### config.mk
export PLATFORM = sky130hd
export DESIGN_NAME = alu_pipe_muldiv
export DESIGN_NICKNAME = d
export VERILOG_FILES = /design/src/rtl/alu_pkg.sv /design/src/rtl/alu_muldiv_iter.sv /design/src/rtl/alu_pipe_muldiv.sv
export SDC_FILE = /design/constraint.sdc
export NUM_CORES = 1
export LEC_CHECK = 0
export BUFFER_PORTS_ARGS = -buffer_cell sky130_fd_sc_hd__clkbuf_2
export CAP_MARGIN = 20
export CORE_ASPECT_RATIO = 2
export CORE_MARGIN = 2
export CORE_UTILIZATION = 63
export CTS_CLUSTER_SIZE = 40
export DETAILED_ROUTE_END_ITERATION = 10
export PLACE_DENSITY_LB_ADDON = 0.1
export SYNTH_ARGS = -nofsm -noshare
export SYNTH_HDL_FRONTEND = slang
export SYNTH_SLANG_ARGS = --single-unit
### constraint.sdc
create_clock -name clk -period 3.1 [get_ports clk]
set_input_delay 0.62 -clock clk [delete_from_list [all_inputs] [get_ports clk]]
set_output_delay 0.62 -clock clk [all_outputs]
set_load 0.1 [all_outputs]
### src/rtl/alu_pkg.sv
// Opcode and state types shared by alu_pipe_muldiv and its iterative unit.
package alu_pkg;

    typedef enum logic [3:0] {
        OP_ADD  = 4'b0000,
        OP_SLL  = 4'b0001,
        OP_SLTU = 4'b0010,
        OP_SLT  = 4'b0011,
        OP_XOR  = 4'b0100,
        OP_SRL  = 4'b0101,
        OP_OR   = 4'b0110,
        OP_AND  = 4'b0111,
        OP_SUB  = 4'b1000,
        OP_MUL  = 4'b1001,
        OP_DIVU = 4'b1100,
        OP_SRA  = 4'b1101,
        OP_REMU = 4'b1110
    } alu_op_e;

    typedef enum logic [1:0] {
        ST_IDLE = 2'd0,
        ST_BUSY = 2'd1,
        ST_DONE = 2'd2
    } alu_state_e;

    function automatic logic is_iterative(input logic [3:0] op);
        return (op == OP_MUL) || (op == OP_DIVU) || (op == OP_REMU);
    endfunction

endpackage

### src/rtl/alu_muldiv_iter.sv
// One-bit-per-cycle multiplier (shift-add) and restoring divider; WIDTH iterations per op.
module alu_muldiv_iter
    import alu_pkg::*;
#(
    parameter int WIDTH = 32
) (
    input  logic             clk,
    input  logic             rst,
    input  logic             start,
    input  logic [3:0]       op,
    input  logic [WIDTH-1:0] a,
    input  logic [WIDTH-1:0] b,
    output logic             done,
    output logic [WIDTH-1:0] value
);

    localparam int CNT_W = $clog2(WIDTH + 1);

    logic [CNT_W-1:0] count;
    logic [3:0]       op_q;
    logic [WIDTH-1:0] acc, mcand, mplier;
    logic [WIDTH-1:0] quo, rem, divisor;

    logic [WIDTH-1:0] acc_nxt, quo_nxt, rem_nxt;
    logic [WIDTH:0]   rem_sh, diff;

    // With divisor 0 every trial subtraction succeeds, so the quotient
    // fills with ones and the remainder ends as the dividend.
    always_comb begin
        acc_nxt = acc + (mplier[0] ? mcand : '0);
        rem_sh  = {rem, quo[WIDTH-1]};
        diff    = rem_sh - {1'b0, divisor};
        if (!diff[WIDTH]) begin
            rem_nxt = diff[WIDTH-1:0];
            quo_nxt = {quo[WIDTH-2:0], 1'b1};
        end else begin
            rem_nxt = rem_sh[WIDTH-1:0];
            quo_nxt = {quo[WIDTH-2:0], 1'b0};
        end
    end

    always_ff @(posedge clk or posedge rst) begin
        if (rst) begin
            count   <= '0;
            op_q    <= '0;
            acc     <= '0;
            mcand   <= '0;
            mplier  <= '0;
            quo     <= '0;
            rem     <= '0;
            divisor <= '0;
        end else if (start) begin
            count   <= CNT_W'(WIDTH);
            op_q    <= op;
            acc     <= '0;
            mcand   <= a;
            mplier  <= b;
            quo     <= a;
            rem     <= '0;
            divisor <= b;
        end else if (count != '0) begin
            count  <= count - 1'b1;
            acc    <= acc_nxt;
            mcand  <= {mcand[WIDTH-2:0], 1'b0};
            mplier <= {1'b0, mplier[WIDTH-1:1]};
            quo    <= quo_nxt;
            rem    <= rem_nxt;
        end
    end

    // Final iteration's outcome is offered combinationally so the top can register it on the last edge.
    assign done = (count == CNT_W'(1));

    always_comb begin
        case (op_q)
            OP_DIVU: value = quo_nxt;
            OP_REMU: value = rem_nxt;
            default: value = acc_nxt;
        endcase
    end

endmodule

### src/rtl/alu_pipe_muldiv.sv
// Handshaked ALU with registered result; iterative MUL/DIVU/REMU built only with ALU_MULDIV_EN.
// state | meaning: IDLE no op held | BUSY iterative op running | DONE result presented
module alu_pipe_muldiv
    import alu_pkg::*;
#(
    parameter int WIDTH   = 32,
    parameter int SHAMT_W = $clog2(WIDTH)
) (
    input  logic             clk,
    input  logic             rst,
    input  logic             in_valid,
    output logic             in_ready,
    input  logic [WIDTH-1:0] operand_a,
    input  logic [WIDTH-1:0] operand_b,
    input  logic [3:0]       operation,
    output logic             out_valid,
    input  logic             out_ready,
    output logic [WIDTH-1:0] result,
    output logic             zero,
    output logic             busy
);

    alu_state_e       state;
    logic [WIDTH-1:0] simple_val;
    logic [SHAMT_W-1:0] shamt;
    logic             take_iter;
    logic             iter_done;
    logic [WIDTH-1:0] iter_value;

    assign shamt = operand_b[SHAMT_W-1:0];

    always_comb begin
        simple_val = operand_a;
        case (operation)
            OP_ADD:  simple_val = operand_a + operand_b;
            OP_SUB:  simple_val = operand_a - operand_b;
            OP_AND:  simple_val = operand_a & operand_b;
            OP_OR:   simple_val = operand_a | operand_b;
            OP_XOR:  simple_val = operand_a ^ operand_b;
            OP_SLL:  simple_val = operand_a << shamt;
            OP_SRL:  simple_val = operand_a >> shamt;
            OP_SRA:  simple_val = WIDTH'($signed(operand_a) >>> shamt);
            OP_SLT:  simple_val = {{(WIDTH-1){1'b0}}, $signed(operand_a) < $signed(operand_b)};
            OP_SLTU: simple_val = {{(WIDTH-1){1'b0}}, operand_a < operand_b};
            default: simple_val = operand_a;
        endcase
    end

    assign in_ready  = (state == ST_IDLE) || ((state == ST_DONE) && out_ready);
    assign out_valid = (state == ST_DONE);

`ifdef ALU_MULDIV_EN
    assign take_iter = is_iterative(operation);
    assign busy      = (state == ST_BUSY);

    alu_muldiv_iter #(.WIDTH(WIDTH)) u_iter (
        .clk   (clk),
        .rst   (rst),
        .start (in_valid && in_ready && take_iter),
        .op    (operation),
        .a     (operand_a),
        .b     (operand_b),
        .done  (iter_done),
        .value (iter_value)
    );
`else
    assign take_iter  = 1'b0;
    assign busy       = 1'b0;
    assign iter_done  = 1'b0;
    assign iter_value = '0;
`endif

    always_ff @(posedge clk or posedge rst) begin
        if (rst) begin
            state  <= ST_IDLE;
            result <= '0;
            zero   <= 1'b0;
        end else begin
            case (state)
                ST_BUSY: begin
                    if (iter_done) begin
                        state  <= ST_DONE;
                        result <= iter_value;
                        zero   <= (iter_value == '0);
                    end
                end
                default: begin
                    if (in_ready) begin
                        if (!in_valid) begin
                            state <= ST_IDLE;
                        end else if (take_iter) begin
                            state <= ST_BUSY;
                        end else begin
                            state  <= ST_DONE;
                            result <= simple_val;
                            zero   <= (simple_val == '0);
                        end
                    end
                end
            endcase
        end
    end

endmodule
==> impl_metrics.py, run 1 <==
metrics = {
    "clocking": {
        "cts-root-buf": "clkbuf_16",
        "cts_made_buffers": 5,
        "hold_buffers": 0,
        "clock-sinks": 34,
        "clk_path_buf_depth": 2,
        "htree_levels": 2,
    },
    "place": {
        "gp_congestion": 1.480,
        "dp_hpwl_um": 55410,
        "numPortBuffers": 106,
        "dp.cells": 2477,
    },
    "grt": {
        "overflow": 1323,
        "grt_pass1_vias": 24260,
        "grt_usage_pct": 94.36,
        "grt_max_degree": 55,
        "grt_pass1_wl_um": 148200,
    },
    "die": {
        "fp-row-count": 71,
        "initial_core_util_pct": 63.79,
        "ios": 108,
        "die_h_um": 198.4,
        "die_x_um": 101.2,
    },
    "synth": {
        "syn_nets": 1871,
        "ys_types": 88,
        "synth_seq_area_share_pct": 7.150,
        "synthesis.area_um2": 11900,
        "synthCells": 1698,
        "ys_ff_latch": 34,
        "async_flop_share_pct": 100.0,
        "synth_warnings": 0,
        "synthFlopType": "dfrtp_1",
        "synth_edf_count": 0,
        "synth_area_per_cell_um2": 7.008,
    },
    "outcome": {
        "lastStage": "5_1_grt",
        "run.stop_error": "[ERROR GRT-0116] Global routing finished with congestion. Check the congestion regions in the DRC Viewer.",
        "outcome": "aborted with a tool error",
    },
}
[kinds of logic after synthesis]
family                     synth area share (%)
AOI/OAI and AO/OA                         33.51
and+or+nand+nor                           21.94
buffers and inverters                     8.853
muxes                                     16.15
adders and majority gates                 10.75
DFF                                       7.150
xor gates and xnor gates                  1.619
other                                   0.03151
[layer usage]
layer  track usage [%]  GRT overflow
met4             105.5           319
met2             121.0           960
met1             83.63            22
met5             43.77             6
met3             72.43            16
[Yosys cell counts, types with 36 or more instances]
| cell type | instances | share of area (%) |
|---|---|---|
| inv_1 | 97 | 3.1 |
| o21ai_0 | 131 | 5.5 |
| mux2_2 | 36 | 3.4 |
| clkbuf_1 | 99 | 3.1 |
| nand2_1 | 171 | 5.4 |
| nor2_1 | 150 | 4.7 |
| mux2i_1 | 66 | 5.6 |
| nand3_1 | 38 | 1.6 |
| a21oi_1 | 126 | 5.3 |
| ha_1 | 99 | 10 |
| o211ai_1 | 37 | 2.3 |
[timing repair]
| action | 4_1_cts |
|---|---|
| setup buffers | 15 |
| endpoints found under the setup margin | 26 |
| resized for setup | 145 |
| gates cloned | 0 |
| pin swaps | 44 |
[stage by stage]
stage / setup TNS [ps] / setup WS, ps / cell area [um2] / hold WS [ps]
2_1_floorplan: -8089 / -1122 / 12170 / 728.4
3_3_place_gp: -14510 / -1346 / 16880 / 460.7
3_5_place_dp: -18290 / -1470 / 16880 / 466.3
4_1_cts: -5318 / -915.2 / 17800 / 400.7
==> run 2, diff against run 1 <==
--- a/config.mk
+++ b/config.mk
@@ -7,12 +7,10 @@
 export LEC_CHECK = 0
 export BUFFER_PORTS_ARGS = -buffer_cell sky130_fd_sc_hd__clkbuf_2
 export CAP_MARGIN = 20
-export CORE_ASPECT_RATIO = 2
 export CORE_MARGIN = 2
-export CORE_UTILIZATION = 63
-export CTS_CLUSTER_SIZE = 40
+export CORE_UTILIZATION = 40
 export DETAILED_ROUTE_END_ITERATION = 10
-export PLACE_DENSITY_LB_ADDON = 0.1
+export PLACE_DENSITY_LB_ADDON = 0.15
 export SYNTH_ARGS = -nofsm -noshare
 export SYNTH_HDL_FRONTEND = slang
 export SYNTH_SLANG_ARGS = --single-unit
==> run 2 against run 1 <==
  * The flow now finishes, with violations (negative setup slack)
  * Area after synthesis unchanged
  * Synthesized cell count is the same
==> impl_metrics.py, run 2 <==
metrics = {
    "outcome": {
        "outcome": "complete, but fails checks",
        "violations": "negative setup slack",
    },
    "finish": {
        "regMostFlops": "result",
        "area_delta_synth_final_pct": 64.38,
        "final_nets": 2514,
        "mostFrequentLayoutCells": "buf_4, nand2_1, nor2_1",
        "final_common_cell": "buf_4",
        "drive_gt1_share_pct": 46.58,
        "postLayoutCellArea_um2": 19560,
        "reg_top3": "result: 32 flops, state: 1 flops, zero: 1 flops",
        "largest_reg_flops": 32,
    },
    "synth": {
        "synth_edf_count": 0,
        "yosysTopAreaCellShare_pct": 10.41,
        "synth_area_per_cell_um2": 7.008,
        "synthFlopType": "dfrtp_1",
        "synth.largest_area_cell": "ha_1",
        "ys_top_cells_by_count": "nand2_1, nor2_1, o21ai_0",
        "synth_seq_area_share_pct": 7.150,
        "synthesis.area_um2": 11900,
        "yosysMostFrequentCell": "nand2_1",
        "synthCells": 1698,
        "ys_types": 88,
        "synth_warnings": 0,
        "ys_ff_latch": 34,
        "async_flop_share_pct": 100.0,
        "syn_nets": 1871,
        "synthTopCellsByArea": "ha_1, dfrtp_1, mux4_2",
    },
    "grt": {
        "grt_pass1_vias": 16980,
        "overflow": 0,
        "grt_pass1_wl_um": 107300,
        "grt_max_degree": 55,
        "grt_antenna_before_repair": 3,
        "grt_usage_pct": 45.84,
    },
    "die": {
        "ios": 108,
        "die_x_um": 176.5,
        "initial_core_util_pct": 40.37,
        "die_area_um2": 31150,
        "core-area_um2": 29480,
        "die_h_um": 176.5,
        "fp-row-count": 63,
    },
    "timing": {
        "fin_skew_ps": 4.430,
        "tightestPinTransition_ps": 887.9,
        "final_max_slew_viol_count": 0,
        "rsz0062_at_grt": "true",
        "worst_slack_ps": -937.4,
        "finalCritPeriodShare_pct": 130.2,
        "max_freq_ghz": 0.2477,
        "finalHoldViolations": 0,
        "setup_tns_ps": -7504,
        "finalCriticalPeriod_ps": 4037,
        "setup_viol": 22,
        "relSlewSlack_pct": 40.62,
    },
    "setup_path": {
        "cpLargestDelayFamily": "compound AO/OA/AOI/OAI gates",
        "worstSetupStartpointType": "input pin",
        "slowest_delay_ps": 370,
        "crit_arrival_ps": 4220,
        "reg2reg_slack_ps": 500,
        "crit_top_cell": "o211ai_1",
        "endpoint": "zero$_DFFE_PP0P_",
        "critical_path_class": "in2reg",
        "cp.buffers_inverters": 5,
        "critical_path_depth": 18,
        "reg2reg_to": "zero$_DFFE_PP0P_",
        "cpMaxStageDelayCell": "a2111oi_4",
        "rr_startpoint": "state[1]$_DFFE_PP0N_",
        "cp.required_ps": 3290,
        "critPathLaunch": "operand_b[0]",
        "path_max_fanout": 5,
        "endpoint_kind": "register",
        "crit_chain": "buf_8 -> buf_8 -> ha_4 -> inv_2 -> fa_2 -> nand2b_4 -> a2111oi_4 -> buf_4 -> o211ai_1 -> a2111oi_2 -> buf_4 -> nor2b_4 -> a221o_1 -> o211ai_1 -> o211ai_1 -> nor4_4 -> nand4_1 -> o41ai_2",
        "rr_worst_depth": 8,
    },
    "power": {
        "power_density_nw_per_um2": 284.7,
        "leakage_nw": 8.856,
        "max-vdd-ir-drop_v": 0.0002924,
    },
    "route": {
        "drc": 0,
        "ant_nets": 0,
        "first_pass_iters": 6,
        "drt_wl_total_um": 74390,
        "dr.first_iter.drc_count": 2407,
        "num_vias": 17740,
        "wl_per_cell_um": 27.22,
        "vias_per_cell": 6.490,
    },
    "clocking": {
        "clock-sinks": 34,
        "cts.clk_slew.worst_paths_ps": 60,
        "htree_levels": 2,
        "cts_made_buffers": 5,
        "cts-root-buf": "clkbuf_16",
        "clk_latency_ps": 280,
        "clk_path_buf_depth": 2,
        "cts_tree": "done",
    },
    "min_path": {
        "hold_path.class": "in2async",
    },
    "place": {
        "numPortBuffers": 106,
        "dpl_cell_area_um2": 17340,
        "dp_hpwl_um": 58780,
        "gp_congestion": 1.078,
    },
    "flow_run": {
        "drv_cap": 0,
    },
}
[run 2: how the worst min path moves through the flow]
| stage | endpoint | start | slack [ps] | depth (start not counted) |
|---|---|---|---|---|
| global placement | result[26]$_DFFE_PP0P_ | result[26]$_DFFE_PP0P_ | 470 | 2 |
| detailed placement | result[6]$_DFFE_PP0P_ | result[6]$_DFFE_PP0P_ | 470 | 2 |
| CTS | result[16]$_DFFE_PP0P_ | rst | 430 | 3 |
| finish | result[19]$_DFFE_PP0P_ | rst | 410 | 3 |
| floorplan | state[1]$_DFFE_PP0N_ | in_valid | 730 | 1 |
| global route | result[17]$_DFFE_PP0P_ | rst | 460 | 3 |
[run 2: layout make-up]
class	instances	area [um2]
multi-input cells	1407	11440
fillers	2598	9920
repair buffers	789	6208
flip-flops and latches	34	850.8
well taps	390	488.0
inverters	104	425.4
clock buffers	7	142.6
clock inverters	1	5.005
diodes	1	2.502
[run 2: cells by family after synthesis]
group	share of synthesized area (%)
fa+ha+maj	10.75
flops	7.150
other cells	0.03151
mux	16.15
buf+inv	8.853
simple gates	21.94
xor+xnor	1.619
compound gates	33.51
[run 2: worst register-to-register path, cell delays in order (launching register included)]
cell and delay, ps:
dfrtp_1 380, nand2b_1 110, nand2_2 110, or3_1 380, a2111o_1 390, or4_4 480
nor4_4 220, nand4_1 150, o41ai_2 280
[run 2: per-layer routing]
layer  GRT usage, %  vias up  part of all wire, %
met1          60.15     8454                   39
met2          68.38     1314                   42
met4          27.55        2                  7.5
li1               -     7635                    -
met3          10.29      331                   12
met5              0        -                0.017
[run 2: what timing repair did]
item / in CTS / in global routing
setup buffers: 40 / 30
setup endpoints to repair: 26 / 27
pin swaps: 82 / 75
cloned: 3 / 0
gates resized for setup: 212 / 138
hold buffers: 0 / 0
[run 2: stage by stage]
stage	setup slack [ps]	util [%]	power [mW]	cells	hold slack, ps
after global routing	-999.2	66.34	5.753	2732	455.9
after floorplan	-1122	-	2.733	1698	728.4
final	-937.4	66.35	5.569	2733	414.0
after global placement	-1591	58.82	4.400	2671	465.6
after detailed placement	-1508	58.82	4.430	2671	471.8
after CTS	-911.2	63.93	5.273	2713	429.0
[run 2: power by group]
part / switching, mW / total (mW) / internal (mW)
combinational: 2.71 / 4.47 / 1.77
sequential: 0.0505 / 0.580 / 0.530
clock: 0.198 / 0.517 / 0.319
total: 2.95 / 5.57 / 2.61
(Power assumes the default switching activity.)
==> run 3, diff against run 2 <==
==> constraint.sdc (replaced) <==
create_clock -name clk -period 5.07 [get_ports clk]
set_input_delay 1.014 -clock clk [delete_from_list [all_inputs] [get_ports clk]]
set_output_delay 1.014 -clock clk [all_outputs]
set_load 0.1 [all_outputs]
==> run 3 against run 2 <==
  * The run now ends clean
  * Flip-flop and latch count is the same
  * Global-route usage shrank 3.0 points
  * Critical path depth shrank 3
  * Clock skew is essentially flat
  * Count of clock-buffer cells in the layout shrank 2
  * Die area is the same
  * Setup slack gained 1100 ps
  * Utilization shrank 18 points
  * Critical path type unchanged
  * Register-to-register slack gained 1600 ps
  * Routed wire length shrank 8.7%
  * Sequential share of layout area grew 1.6 points
  * Clock power shrank 41%
==> impl_metrics.py, run 3 (same netlist as run 2, synthesis figures left out) <==
metrics = {
    "finish": {
        "final_common_cell": "buf_4",
        "area_delta_synth_final_pct": 20.52,
        "drive_gt1_share_pct": 23.77,
        "largest_reg_flops": 32,
        "mostFrequentLayoutCells": "buf_4, nand2_1, nor2_1",
        "final_nets": 2069,
        "postLayoutCellArea_um2": 14340,
        "fillerInstances": 3110,
        "regMostFlops": "result",
        "reg_top3": "result: 32 flops, state: 1 flops, zero: 1 flops",
    },
    "timing": {
        "finalCritPeriodShare_pct": 96.44,
        "fin_skew_ps": 4.111,
        "max_freq_ghz": 0.2045,
        "finalHoldViolations": 0,
        "final_max_slew_viol_count": 0,
        "worst_slack_ps": 180.7,
        "relSlewSlack_pct": 26.00,
        "setup_viol": 0,
        "rsz0062_at_grt": "false",
        "finalCriticalPeriod_ps": 4889,
        "tightestPinTransition_ps": 1096,
    },
    "setup_path": {
        "slowest_delay_ps": 570,
        "reg2reg_slack_ps": 2140,
        "cpMaxStageDelayCell": "or4_1",
        "endpoint_kind": "register",
        "worstSetupStartpointType": "input pin",
        "crit_arrival_ps": 5070,
        "critical_path_class": "in2reg",
        "reg2reg_to": "zero$_DFFE_PP0P_",
        "path_max_fanout": 2,
        "rr_worst_depth": 8,
        "cp.required_ps": 5250,
        "rr_startpoint": "state[1]$_DFFE_PP0N_",
        "crit_chain": "clkbuf_2 -> inv_1 -> ha_1 -> fa_1 -> o21ai_0 -> a221oi_1 -> buf_4 -> o211ai_1 -> o32a_1 -> or3_1 -> a2111o_1 -> or4_1 -> nor4_2 -> nand4_1 -> o41ai_2",
        "critPathLaunch": "operand_a[0]",
        "endpoint": "zero$_DFFE_PP0P_",
    },
    "route": {
        "dr.first_iter.drc_count": 2303,
        "first_pass_iters": 6,
        "drc": 0,
        "ant_nets": 0,
        "wl_per_cell_um": 29.68,
        "vias_per_cell": 6.787,
        "num_vias": 15530,
        "drt_wl_total_um": 67920,
    },
    "die": {
        "core-area_um2": 29480,
        "initial_core_util_pct": 40.37,
        "die_area_um2": 31150,
        "ios": 108,
        "die_x_um": 176.5,
        "fp-row-count": 63,
        "die_h_um": 176.5,
    },
    "clocking": {
        "cts_tree": "done",
        "cts-root-buf": "clkbuf_16",
        "cts_made_buffers": 5,
        "clk_path_buf_depth": 2,
        "htree_levels": 2,
        "clock-sinks": 34,
        "cts.clk_slew.worst_paths_ps": 60,
        "hold_buffers": 0,
        "clk_latency_ps": 280,
    },
    "grt": {
        "grt_antenna_before_repair": 3,
        "grt_max_degree": 55,
        "overflow": 0,
        "grt_pass1_wl_um": 99160,
        "grt_pass1_vias": 14610,
        "grt_usage_pct": 42.86,
    },
    "power": {
        "power_density_nw_per_um2": 192.2,
        "max-vdd-ir-drop_v": 0.0002164,
        "finalPower_mw": 2.756,
        "leakage_nw": 6.306,
    },
    "min_path": {
        "hold_path.class": "reg2reg",
    },
    "flow_run": {
        "drv_cap": 0,
    },
    "place": {
        "dp_slack_ps": -541.5,
        "dpl_cell_area_um2": 14170,
        "gp_congestion": 1.073,
        "dp_hpwl_um": 54540,
        "numPortBuffers": 106,
    },
    "outcome": {
        "outcome": "completed",
    },
}
## run 3: cell types whose count changed in the layout (fill, tap and decap cells not counted), sizes merged
cell and delta:
clkbuf +1, buf -448, clkinv +2, inv +1
clkinvlp -1
## run 3: what timing repair did
action / in CTS / in global routing
buffers inserted: 1 / 0
setup endpoints to repair: 1 / 1
gates resized for setup: 1 / 3
pin swaps: 1 / 0
## run 3: area by class of cell
| class | instances | area (um2) | area share (%) |
|---|---|---|---|
| Multi-Input combinational cell | 1407 | 10030 | 69.91 |
| Timing Repair Buffer | 344 | 2437 | 16.99 |
| Sequential cell | 34 | 850.8 | 5.932 |
| Tap cell | 390 | 488.0 | 3.402 |
| Inverter | 104 | 390.4 | 2.722 |
| Clock buffer | 5 | 125.1 | 0.8724 |
| Clock inverter | 3 | 21.27 | 0.1483 |
| Antenna cell | 1 | 2.502 | 0.01745 |
## run 3: metrics by stage
step / hold WS [ps] / setup TNS (ps) / std cells / util [%]
2_1_floorplan: 971.3 / 0 / 1698 / -
3_3_place_gp: 465.2 / -861.4 / 2278 / 48.06
3_5_place_dp: 471.5 / -742.1 / 2278 / 48.06
4_1_cts: 484.0 / 0 / 2287 / 48.60
5_1_grt: 525.3 / 0 / 2287 / 48.64
6_report: 478.8 / 0 / 2288 / 48.65
## run 3: worst min path at each step
stage	start	to	cells past startpoint
4_1_cts	result[10]$_DFFE_PP0P_	result[10]$_DFFE_PP0P_	2
3_5_place_dp	result[10]$_DFFE_PP0P_	result[10]$_DFFE_PP0P_	2
3_3_place_gp	result[12]$_DFFE_PP0P_	result[12]$_DFFE_PP0P_	2
2_1_floorplan	result[25]$_DFFE_PP0P_	result[25]$_DFFE_PP0P_	2
6_report	result[10]$_DFFE_PP0P_	result[10]$_DFFE_PP0P_	2
5_1_grt	result[29]$_DFFE_PP0P_	result[29]$_DFFE_PP0P_	2
## run 3: power by group
| part | internal [mW] | total [mW] | switching [mW] |
|---|---|---|---|
| clock network | 0.182 | 0.305 | 0.123 |
| logic | 0.662 | 2.10 | 1.44 |
| registers | 0.324 | 0.353 | 0.0293 |
## run 3: per-layer routing
metal | GRT usage (%) | share of wire [%]
met1 | 59.07 | 41
met2 | 64.55 | 43
met3 | 9.001 | 11
met4 | 18.08 | 5.4
met5 | 0 | 0.040
## run 3: worst max-delay path, delay by kind of cell
kind,cells,cell delay [ps]
buffers and inverters,3,320
AND/OR/NAND/NOR,4,1430
adder cells (fa/ha/maj),2,720
AO/OA/AOI/OAI,6,1580
